===== src/rtl/approx_mult_arbiter_if.sv =====
// Requester-side and core-side signal bundle for approx_mult_arbiter.
// The arbiter binds to the slave modport; the requesters and core model bind to master.
interface approx_mult_arbiter_if #(
  parameter int N_REQ   = 4,
  parameter int n_input = 16
);
  // Handshake: a requester holds req[i] high with stable operands until it sees
  // a one-cycle ack[i]; the core sees a one-cycle core_start and answers with a
  // one-cycle core_done carrying core_product in the same cycle.
  logic [N_REQ-1:0]         req;
  logic [N_REQ*n_input-1:0] a_flat;
  logic [N_REQ*n_input-1:0] b_flat;
  logic [N_REQ-1:0]         ack;
  logic [2*n_input-1:0]     product;
  logic                     err;
  logic                     busy;
  logic                     core_start;
  logic [n_input-1:0]       core_a;
  logic [n_input-1:0]       core_b;
  logic                     core_done;
  logic [2*n_input-1:0]     core_product;

  modport slave (
    input  req, a_flat, b_flat, core_done, core_product,
    output ack, product, err, busy, core_start, core_a, core_b
  );

  modport master (
    output req, a_flat, b_flat, core_done, core_product,
    input  ack, product, err, busy, core_start, core_a, core_b
  );
endinterface


===== src/rtl/approx_mult_arbiter.sv =====
// Round-robin scheduler sharing one approximate multiplier core among N_REQ requesters.
// Optional WAIT watchdog with DRAIN recovery is enabled by defining APPROX_ARB_TIMEOUT_EN.
module approx_mult_arbiter #(
  parameter int N_REQ          = 4,
  parameter int n_input        = 16,
  parameter int n_effective    = 8,
  parameter int TIMEOUT_CYCLES = 64
) (
  input  logic                      clk,
  input  logic                      rst,
  approx_mult_arbiter_if.slave      bus,
  output logic [2:0]                dbg_state,
  output logic [$clog2(N_REQ)-1:0]  dbg_ptr
);
  localparam int IW = $clog2(N_REQ);

`ifdef APPROX_ARB_TIMEOUT_EN
  typedef enum logic [2:0] {
    S_IDLE = 3'd0, S_ISSUE = 3'd1, S_WAIT = 3'd2, S_RESPOND = 3'd3, S_DRAIN = 3'd4
  } state_t;
`else
  typedef enum logic [2:0] {
    S_IDLE = 3'd0, S_ISSUE = 3'd1, S_WAIT = 3'd2, S_RESPOND = 3'd3
  } state_t;
`endif

  state_t               state_q, state_d;
  logic [IW-1:0]        ptr_q, grant_q;
  logic [IW-1:0]        scan_idx, pick_idx;
  logic                 pick_valid;
  logic [n_input-1:0]   core_a_q, core_b_q;
  logic [2*n_input-1:0] product_q;
  logic [n_input-1:0]   a_arr [N_REQ];
  logic [n_input-1:0]   b_arr [N_REQ];

  for (genvar g = 0; g < N_REQ; g++) begin : g_unpack
    assign a_arr[g] = bus.a_flat[g*n_input +: n_input];
    assign b_arr[g] = bus.b_flat[g*n_input +: n_input];
  end

  // Scan from the highest offset down so the nearest requester at or after ptr wins.
  always_comb begin
    scan_idx   = '0;
    pick_idx   = '0;
    pick_valid = 1'b0;
    for (int i = N_REQ - 1; i >= 0; i--) begin
      scan_idx = IW'((int'(ptr_q) + i) % N_REQ);
      if (bus.req[scan_idx]) begin
        pick_valid = 1'b1;
        pick_idx   = scan_idx;
      end
    end
  end

`ifdef APPROX_ARB_TIMEOUT_EN
  localparam int CW = $clog2(TIMEOUT_CYCLES + 1);
  logic [CW-1:0] to_cnt_q;
  logic          to_hit;
  logic          err_q;

  always_ff @(posedge clk) begin
    if (rst || state_q != S_WAIT) to_cnt_q <= '0;
    else                          to_cnt_q <= to_cnt_q + 1'b1;
  end

  // A core_done in the expiry cycle takes priority over the timeout everywhere below.
  assign to_hit = (state_q == S_WAIT) && (to_cnt_q == CW'(TIMEOUT_CYCLES - 1));

  always_ff @(posedge clk) begin
    if (rst) begin
      err_q <= 1'b0;
    end else if (state_q == S_WAIT) begin
      if (bus.core_done) err_q <= 1'b0;
      else if (to_hit)   err_q <= 1'b1;
    end
  end

  assign bus.err = err_q;
`else
  assign bus.err = 1'b0;
`endif

  always_ff @(posedge clk) begin
    if (rst) state_q <= S_IDLE;
    else     state_q <= state_d;
  end

  always_comb begin
    state_d = state_q;
    case (state_q)
      S_IDLE:    if (pick_valid) state_d = S_ISSUE;
      S_ISSUE:   state_d = S_WAIT;
`ifdef APPROX_ARB_TIMEOUT_EN
      S_WAIT:    if (bus.core_done || to_hit) state_d = S_RESPOND;
      S_RESPOND: state_d = err_q ? S_DRAIN : S_IDLE;
      S_DRAIN:   if (bus.core_done) state_d = S_IDLE;
`else
      S_WAIT:    if (bus.core_done) state_d = S_RESPOND;
      S_RESPOND: state_d = S_IDLE;
`endif
      default:   state_d = S_IDLE;
    endcase
  end

  always_comb begin
    bus.ack        = '0;
    bus.core_start = 1'b0;
    bus.busy       = (state_q != S_IDLE);
    case (state_q)
      S_ISSUE:   bus.core_start = 1'b1;
      S_RESPOND: bus.ack[grant_q] = 1'b1;
      default:   ;
    endcase
  end

  // Operands are captured once at grant so in-flight work ignores later a_flat/b_flat changes.
  always_ff @(posedge clk) begin
    if (rst) begin
      ptr_q     <= '0;
      grant_q   <= '0;
      core_a_q  <= '0;
      core_b_q  <= '0;
      product_q <= '0;
    end else begin
      if (state_q == S_IDLE && pick_valid) begin
        grant_q  <= pick_idx;
        core_a_q <= a_arr[pick_idx];
        core_b_q <= b_arr[pick_idx];
      end
      if (state_q == S_WAIT && bus.core_done) begin
        product_q <= bus.core_product;
      end
`ifdef APPROX_ARB_TIMEOUT_EN
      else if (to_hit) begin
        product_q <= '0;
      end
`endif
      if (state_q == S_RESPOND) begin
        ptr_q <= (grant_q == IW'(N_REQ - 1)) ? '0 : grant_q + 1'b1;
      end
    end
  end

  assign bus.core_a  = core_a_q;
  assign bus.core_b  = core_b_q;
  assign bus.product = product_q;
  assign dbg_state   = state_q;
  assign dbg_ptr     = ptr_q;
endmodule


===== src/flat_wrapper.sv =====
// flat-port wrapper written by rule: the top's interface ports become plain ports
module approx_mult_arbiter_flat 
#(
  parameter int N_REQ          = 4,
  parameter int n_input        = 16,
  parameter int n_effective    = 8,
  parameter int TIMEOUT_CYCLES = 64
)
  (clk, rst, dbg_state, dbg_ptr, bus_req, bus_a_flat, bus_b_flat, bus_core_done, bus_core_product, bus_ack, bus_product, bus_err, bus_busy, bus_core_start, bus_core_a, bus_core_b);
  approx_mult_arbiter_if #(.N_REQ(N_REQ), .n_input(n_input)) bus_i ();
  input  logic clk;
  input  logic rst;
  output logic [2:0] dbg_state;
  output logic [$clog2(N_REQ)-1:0] dbg_ptr;
  input wire logic [$bits(bus_i.req)-1:0] bus_req;
  input wire logic [$bits(bus_i.a_flat)-1:0] bus_a_flat;
  input wire logic [$bits(bus_i.b_flat)-1:0] bus_b_flat;
  input wire logic [$bits(bus_i.core_done)-1:0] bus_core_done;
  input wire logic [$bits(bus_i.core_product)-1:0] bus_core_product;
  output wire logic [$bits(bus_i.ack)-1:0] bus_ack;
  output wire logic [$bits(bus_i.product)-1:0] bus_product;
  output wire logic [$bits(bus_i.err)-1:0] bus_err;
  output wire logic [$bits(bus_i.busy)-1:0] bus_busy;
  output wire logic [$bits(bus_i.core_start)-1:0] bus_core_start;
  output wire logic [$bits(bus_i.core_a)-1:0] bus_core_a;
  output wire logic [$bits(bus_i.core_b)-1:0] bus_core_b;
  assign bus_i.req = bus_req;
  assign bus_i.a_flat = bus_a_flat;
  assign bus_i.b_flat = bus_b_flat;
  assign bus_i.core_done = bus_core_done;
  assign bus_i.core_product = bus_core_product;
  assign bus_ack = bus_i.ack;
  assign bus_product = bus_i.product;
  assign bus_err = bus_i.err;
  assign bus_busy = bus_i.busy;
  assign bus_core_start = bus_i.core_start;
  assign bus_core_a = bus_i.core_a;
  assign bus_core_b = bus_i.core_b;
  approx_mult_arbiter #(.N_REQ(N_REQ), .n_input(n_input), .n_effective(n_effective), .TIMEOUT_CYCLES(TIMEOUT_CYCLES)) u_core (.clk(clk), .rst(rst), .bus(bus_i), .dbg_state(dbg_state), .dbg_ptr(dbg_ptr));
endmodule

===== config.mk =====
export PLATFORM = sky130hd
export DESIGN_NAME = approx_mult_arbiter_flat
export DESIGN_NICKNAME = d
export VERILOG_FILES = /design/src/rtl/approx_mult_arbiter_if.sv /design/src/rtl/approx_mult_arbiter.sv /design/src/flat_wrapper.sv
export SDC_FILE = /design/constraint.sdc
export NUM_CORES = 1
export LEC_CHECK = 0
export CAP_MARGIN = 5
export CORE_AREA = 2 2 105 107
export CTS_CLUSTER_DIAMETER = 150
export DETAILED_ROUTE_END_ITERATION = 6
export DIE_AREA = 0 0 107 109
export PLACE_DENSITY = 0.89
export SLEW_MARGIN = 20
export SYNTH_ARGS = -nofsm -noshare
export SYNTH_HDL_FRONTEND = slang
export SYNTH_SLANG_ARGS = --single-unit

===== constraint.sdc =====
create_clock -name clk -period 2.5 [get_ports clk]
set_clock_uncertainty 0.1 [all_clocks]
set_input_delay 0.5 -clock clk [delete_from_list [all_inputs] [get_ports clk]]
set_output_delay 0.5 -clock clk [all_outputs]
set_load 0.03 [all_outputs]

==> reports/metrics.yaml <==
die_area_um2: 11660
p_leak_nw: 2.745
holdPathStages: 2
drt_iter0_drc: 149
portBuffers: 240
cts_tree: "built"
path_clk_slew_ns: 0.08
root_buffer: "clkbuf_8"
finalWirelength_um: 13390
max_stage_delay_ns: 0.60
place_area_um2: 6432
synth_compound_area_share_pct: 15.96
critPathMaxFanout: 15
vias_per_cell: 5.078
path_class: "in -> reg"
yosys_warnings: 0
hp-class: "reg -> reg"
worstHoldEndpoint: "u_core.bus.product[23]$_SDFFE_PP0P_"
peakVddDrop_mv: 0.4856
synth_fa_ha_area_share_pct: 2.967
p_per_area_nw_per_um2: 791.4
finalHoldViolations: 0
overflow: 0
die_y_um: 109
synth_cell_types: 33
fillers: 845
h-tree-depth: 3
num_rows: 38
drcViolationCount: 0
antennaDiodeCount: 0
yosysSeqAreaShare_pct: 36.93
tightest_slew_ns: 0.5624
grt_max_degree: 40
fin_area_um2: 6640
dp.final_hpwl_um: 10490
cap_violations: 0
synth.cell_area_um2: 3795
post_cts_buffers: 0
initial_core_util_pct: 35.79
yosysTopAreaCell: "dfxtp_1"
clk_latency_ns: 0.35
drive_above_1_share_pct: 7.803
rr_worst_depth: 7
worstPathRequired_ns: 2.63
synth-seq-cells: 70
r2r_slack_ns: 0.34
crit_arrival_ns: 2.43
post_drt_wl_per_cell_um: 16.10
final_common_cell: "clkdlybuf4s50_1"
dr_total_vias: 4225
hold_start: "u_core.bus.product[23]$_SDFFE_PP0P_"
clk_path_buf_depth: 2
yosys.area_share.simple_pct: 19.68
reg2reg_to: "u_core.bus.core_a[15]$_SDFFE_PP0P_"
cts_buffers: 9
end_kind: "register"
synthTopCellsByArea: "dfxtp_1, mux2i_1, nand2_1"
slew_viol_final: 0
synth_top_family_by_area: "simple AND/OR/NAND/NOR gates"
cts.sinks: 70
synth_top_cell_area_share_pct: 36.93
drtAntennaViolNets: 0
cp_top_family: "buffers and inverters"
ff_latch_area_um2: 1401
fmax_mhz: 434.6
worstPathCellList: "clkdlybuf4s50_1, a21boi_0, o221ai_4, buf_12, buf_12, mux2i_1, o221ai_1"
syn2layout_area_growth_pct: 74.98
critPathLaunch: "bus_req[1]"
grt_pass1_vias: 4301
cp-start-kind: "input port"
die_width_um: 107
antenna_found_initial: 0
nets: 863
core_um2: 10600
first_pass_iters: 7
r2r-start: "u_core.dbg_state[0]$_SDFFE_PP0P_"
cp_num_buf_inv: 3
multiInputGateArea_um2: 2170
muxShareOfSynthArea_pct: 17.67
layout_common_cells: "clkdlybuf4s50_1, nand2_1, dfxtp_1"
grt_pass1_wl_um: 20380
status: "finished clean"
cts_hold_buffers: 0
synthCells: 449
maxSlewHeadroom_pct: 62.42
power_w: 0.005255
crit_top_cell: "buf_12"
cts_resized: 6
whs_ns: 0.3592
grt.total_usage_pct: 22.33
slowest_stage: "clkdlybuf4s50_1"
timing.final.crit_period_ns: 2.301
gp_congestion: 0.7886
rsz0062_at_grt: "false"
fin_crit_sh_pct: 92.04
synth_xor_area_share_pct: 0
io_pins: 243
final-setup-viol-count: 0
synth_area_per_cell_um2: 8.452
[logic make-up (layout without fill, tap and decap cells)]
logic type / after synthesis / after routing
AND/OR/NAND/NOR: 163 / 163
AO/OA/AOI/OAI: 98 / 98
flip-flops: 70 / 70
multiplexers: 67 / 67
buffers and inverters: 41 / 283
adder cells (fa/ha/maj): 9 / 9
other: 1 / 2
[layout make-up]
class                           count  area share [%]
Clock buffer                       11           2.280
Clock inverter                      5          0.8668
Inverter                            7          0.3957
Multi-Input combinational cell    339           32.67
Sequential cell                    70           21.10
Tap cell                          140           2.638
Timing Repair Buffer              260           40.04
[flip-flops by register name (all words and copies together), names as in the netlist]
name and cells:
u_core.grant_q 2, u_core.dbg_state 2, u_core.dbg_ptr 2, u_core.bus.core_a 16, u_core.bus.core_b 16, u_core.bus.product 32
[layer usage]
metal	routed length (um)	vias up	GRT usage, %
met5	0	-	0
met4	231	0	7.236
met3	1636	24	10.16
met2	6716	221	41.67
met1	4809	1946	22.01
li1	-	2034	-
[worst min-delay path, cell delays in order (launching register included)]
cell,delay [ns]
dfxtp_1,0.31
nand2_1,0.05
a21oi_1,0.05
[how the worst max path moves through the flow]
stage,slack [ns],end,cells after the start
after floorplan,0.53,u_core.bus.core_b[10]$_SDFFE_PP0P_,9
after global placement,-0.20,u_core.bus.core_a[3]$_SDFFE_PP0P_,6
after detailed placement,-0.33,u_core.bus.core_a[15]$_SDFFE_PP0P_,6
after CTS,0.14,u_core.bus.core_a[4]$_SDFFE_PP0P_,7
after global routing,0.07,u_core.bus.core_a[4]$_SDFFE_PP0P_,7
final,0.20,u_core.bus.core_a[4]$_SDFFE_PP0P_,7
[per-stage QoR]
step	util [%]	std cells	TNS (ns)	setup WS, ns
6_report	62.63	832	0	0.1991
2_1_floorplan	-	450	0	0.5274
3_3_place_gp	60.67	816	-2.851	-0.1999
5_1_grt	62.63	832	0	0.07106
4_1_cts	62.63	832	0	0.1445
3_5_place_dp	60.67	816	-5.096	-0.3271
[power by group]
part / internal (W) / leakage [nW] / switching (W) / total, W
Combinational: 0.00124 / 2.06 / 0.00147 / 0.00272
Clock: 0.000516 / 0.109 / 0.000457 / 0.000972
Sequential: 0.00137 / 0.572 / 0.000197 / 0.00157
Total: 0.00313 / 2.74 / 0.00213 / 0.00526
[Yosys cell counts]
cell	n
nor2b_1	1
a21boi_0	1
mux2i_1	67
conb_1	1
nand2_1	87
o22ai_1	1
o21a_1	1
nor4_1	1
o221ai_2	1
buf_2	1
o311a_1	1
buf_6	7
inv_1	7
o41ai_4	1
and2_1	26
or3b_1	1
nor2_1	13
nand3_1	21
buf_4	5
a21oi_1	58
o21ai_0	1
o21ai_1	1
a31oi_1	20
and2b_1	1
buf_1	1
buf_12	1
nand2_2	12
dfxtp_1	70
o221ai_1	11
buf_8	1
ha_1	9
clkbuf_1	18
o22a_2	1
Note: power is estimated with default switching activity, not from simulation.
==> variant: new RTL, same settings <==
The option `APPROX_ARB_TIMEOUT_EN` is turned on by a define.
--- a/src/rtl/approx_mult_arbiter.sv
+++ b/src/rtl/approx_mult_arbiter.sv
@@ -1,4 +1,6 @@
 // Round-robin scheduler sharing one approximate multiplier core among N_REQ requesters.
 // Optional WAIT watchdog with DRAIN recovery is enabled by defining APPROX_ARB_TIMEOUT_EN.
+`define APPROX_ARB_TIMEOUT_EN
+
 module approx_mult_arbiter #(
   parameter int N_REQ          = 4,
Behaviour: no difference found for any inputs over 4 cycles, from zero or initial values and one cycle with rst high; that may be too few to reach the edited logic, so the function may still have changed.
==> variant against the unedited design <==
Cell area up 2.1%; global-route usage is 0.65 points lower; first-iteration DRC count down 2.7%; synthesized area is 2.4% higher; sequential share of layout area rose by 2.2 points; maximum frequency shrank 5.9%; routed wire length fell by 2.3%; sequential cell count grew 9; worst setup slack got worse by 150 ps; critical path type is now reg2out.
Power is not compared: it rests on default switching activity, and its combinational part moved more than twofold at a synthesized area within 25%.
==> variant: results <==
group,metric,value,unit
worst_hold_path,hp-start,"u_core.to_cnt_q[0]$_SDFF_PP0_",
setup_path,reg2reg_to,"u_core.bus.product[29]$_SDFFE_PP0P_",
place,gp_congestion,0.7978,
place,io_buffers,242,
grt,grtUsageMet1,22.51,%
yosys,ys_seq_area_share,40.70,%
final_layout,nNetsFinal,792,
final_layout,drive_gt1_share,12.18,%
yosys,ys_top_cells_by_count,"dfxtp_1, mux2i_1, nor2_1",
grt,grt_max_degree,37,
place,dpl.hpwl,10450,µm
run_status,status,"finished clean",
sta,max_slew_margin,69.39,%
setup_path,critical_path.max_fanout,11,
detailed_routing,vias,3874,
setup_path,cp.arrival,1850,ps
detailed_routing,drtIter0Drc,145,
setup_path,reg2reg_from,"u_core.to_cnt_q[0]$_SDFF_PP0_",
grt,grt_use_met2,38.54,%
yosys,synth_area_leaders,"dfxtp_1, mux2i_1, o221ai_2",
cts,clk_pin_slew,80,ps
worst_hold_path,hold_depth,1,
worst_hold_path,hold-path-endpoint,"u_core.to_cnt_q[0]$_SDFF_PP0_",
grt,grt_use_met3,9.026,%
grt,first_global_vias,3996,
place,place.detailed.instances,749,
final_layout,fill_cells,803,
grt,grt_usage,21.68,%
detailed_routing,routedWlPerCell,17.12,µm
detailed_routing,viasPerCell,5.071,
detailed_routing,firstDrtPassIters,4,
yosys,syn-mean-instance-area,10.34,µm²
grt,grt_pass1_wl,19470,µm
cts,cts_buffers,9,
final_layout,insertedDiodeCount,0,
setup_path,reg2reg_setup_slack,530,ps
yosys,ys_types,37,
-- variant: cell types whose count changed in the layout (fill, tap and decap cells not counted), moves of 11 or more --
cell | unedited run | this run
a22oi_1 | 0 | 32
a21oi_1 | 58 | 5
nand3_1 | 21 | 2
and2_1 | 26 | 4
nor2_1 | 12 | 50
a31oi_1 | 20 | 1
nand2_1 | 87 | 34
o221ai_2 | 0 | 30
nand2_2 | 12 | 1
-- variant: timing repair --
item | CTS | global route
hold buffers | 0 | 0
resized for setup | 5 | 0
setup buffers | 0 | 0
setup endpoints to repair | 4 | 0
-- variant: area by class of cell --
class                   count  area, µm²  area share, %
repair buffers            264       2683          39.55
multi-input cells         262       2093          30.86
clock buffers              10      127.6          1.882
flip-flops and latches     79       1582          23.32
well taps                 140      175.2          2.583
inverters                   4      15.01         0.2214
clock inverters             5      107.6          1.586
-- variant: per-stage QoR --
step | area (µm²) | hold slack [ps] | setup WS [ps]
2_1_floorplan | 3886 | 313.2 | 375.1
3_3_place_gp | 6551 | 325.2 | 84.32
3_5_place_dp | 6551 | 336.9 | 17.76
4_1_cts | 6783 | 355.9 | 38.58
5_1_grt | 6783 | 382.1 | 0.7017
6_report | 6783 | 353.7 | 53.91
-- variant: logic make-up after synthesis --
family	Yosys count	synth area share, %
compound gates	73	19.64
xor+xnor	5	1.127
flops	79	40.70
mux	68	17.51
buf+inv	35	5.924
simple gates	111	13.49
fa+ha+maj	5	1.610
-- variant: layer usage --
layer / vias to the layer above / wire length, µm
li1: 1855 / -
met1: 1805 / 4822
met2: 188 / 6456
met3: 26 / 1454
met4: 0 / 348
met5: - / 0
-- variant: how the worst max path moves through the flow --
| stage | startpoint | to | slack, ps | cells after the start |
|---|---|---|---|---|
| 2_1_floorplan | u_core.dbg_state[1]$_SDFFE_PP0P_ | bus_ack[0] | 380 | 4 |
| 3_3_place_gp | bus_req[0] | u_core.bus.core_b[15]$_SDFFE_PP0P_ | 80 | 7 |
| 3_5_place_dp | bus_req[0] | u_core.bus.core_b[15]$_SDFFE_PP0P_ | 20 | 7 |
| 4_1_cts | u_core.dbg_state[1]$_SDFFE_PP0P_ | bus_busy | 40 | 3 |
| 5_1_grt | u_core.dbg_state[1]$_SDFFE_PP0P_ | bus_busy | 0.7 | 3 |
| 6_report | u_core.dbg_state[1]$_SDFFE_PP0P_ | bus_busy | 50 | 3 |
-- variant: power groups by stage --
stage	sequential [µW]	clock, µW	combinational (µW)
finish	1440	1130	1320
global route	1460	1210	1390
CTS	1440	1160	1330
detailed placement	1470	0	1330
global placement	1470	0	1290
floorplan	1680	0	465
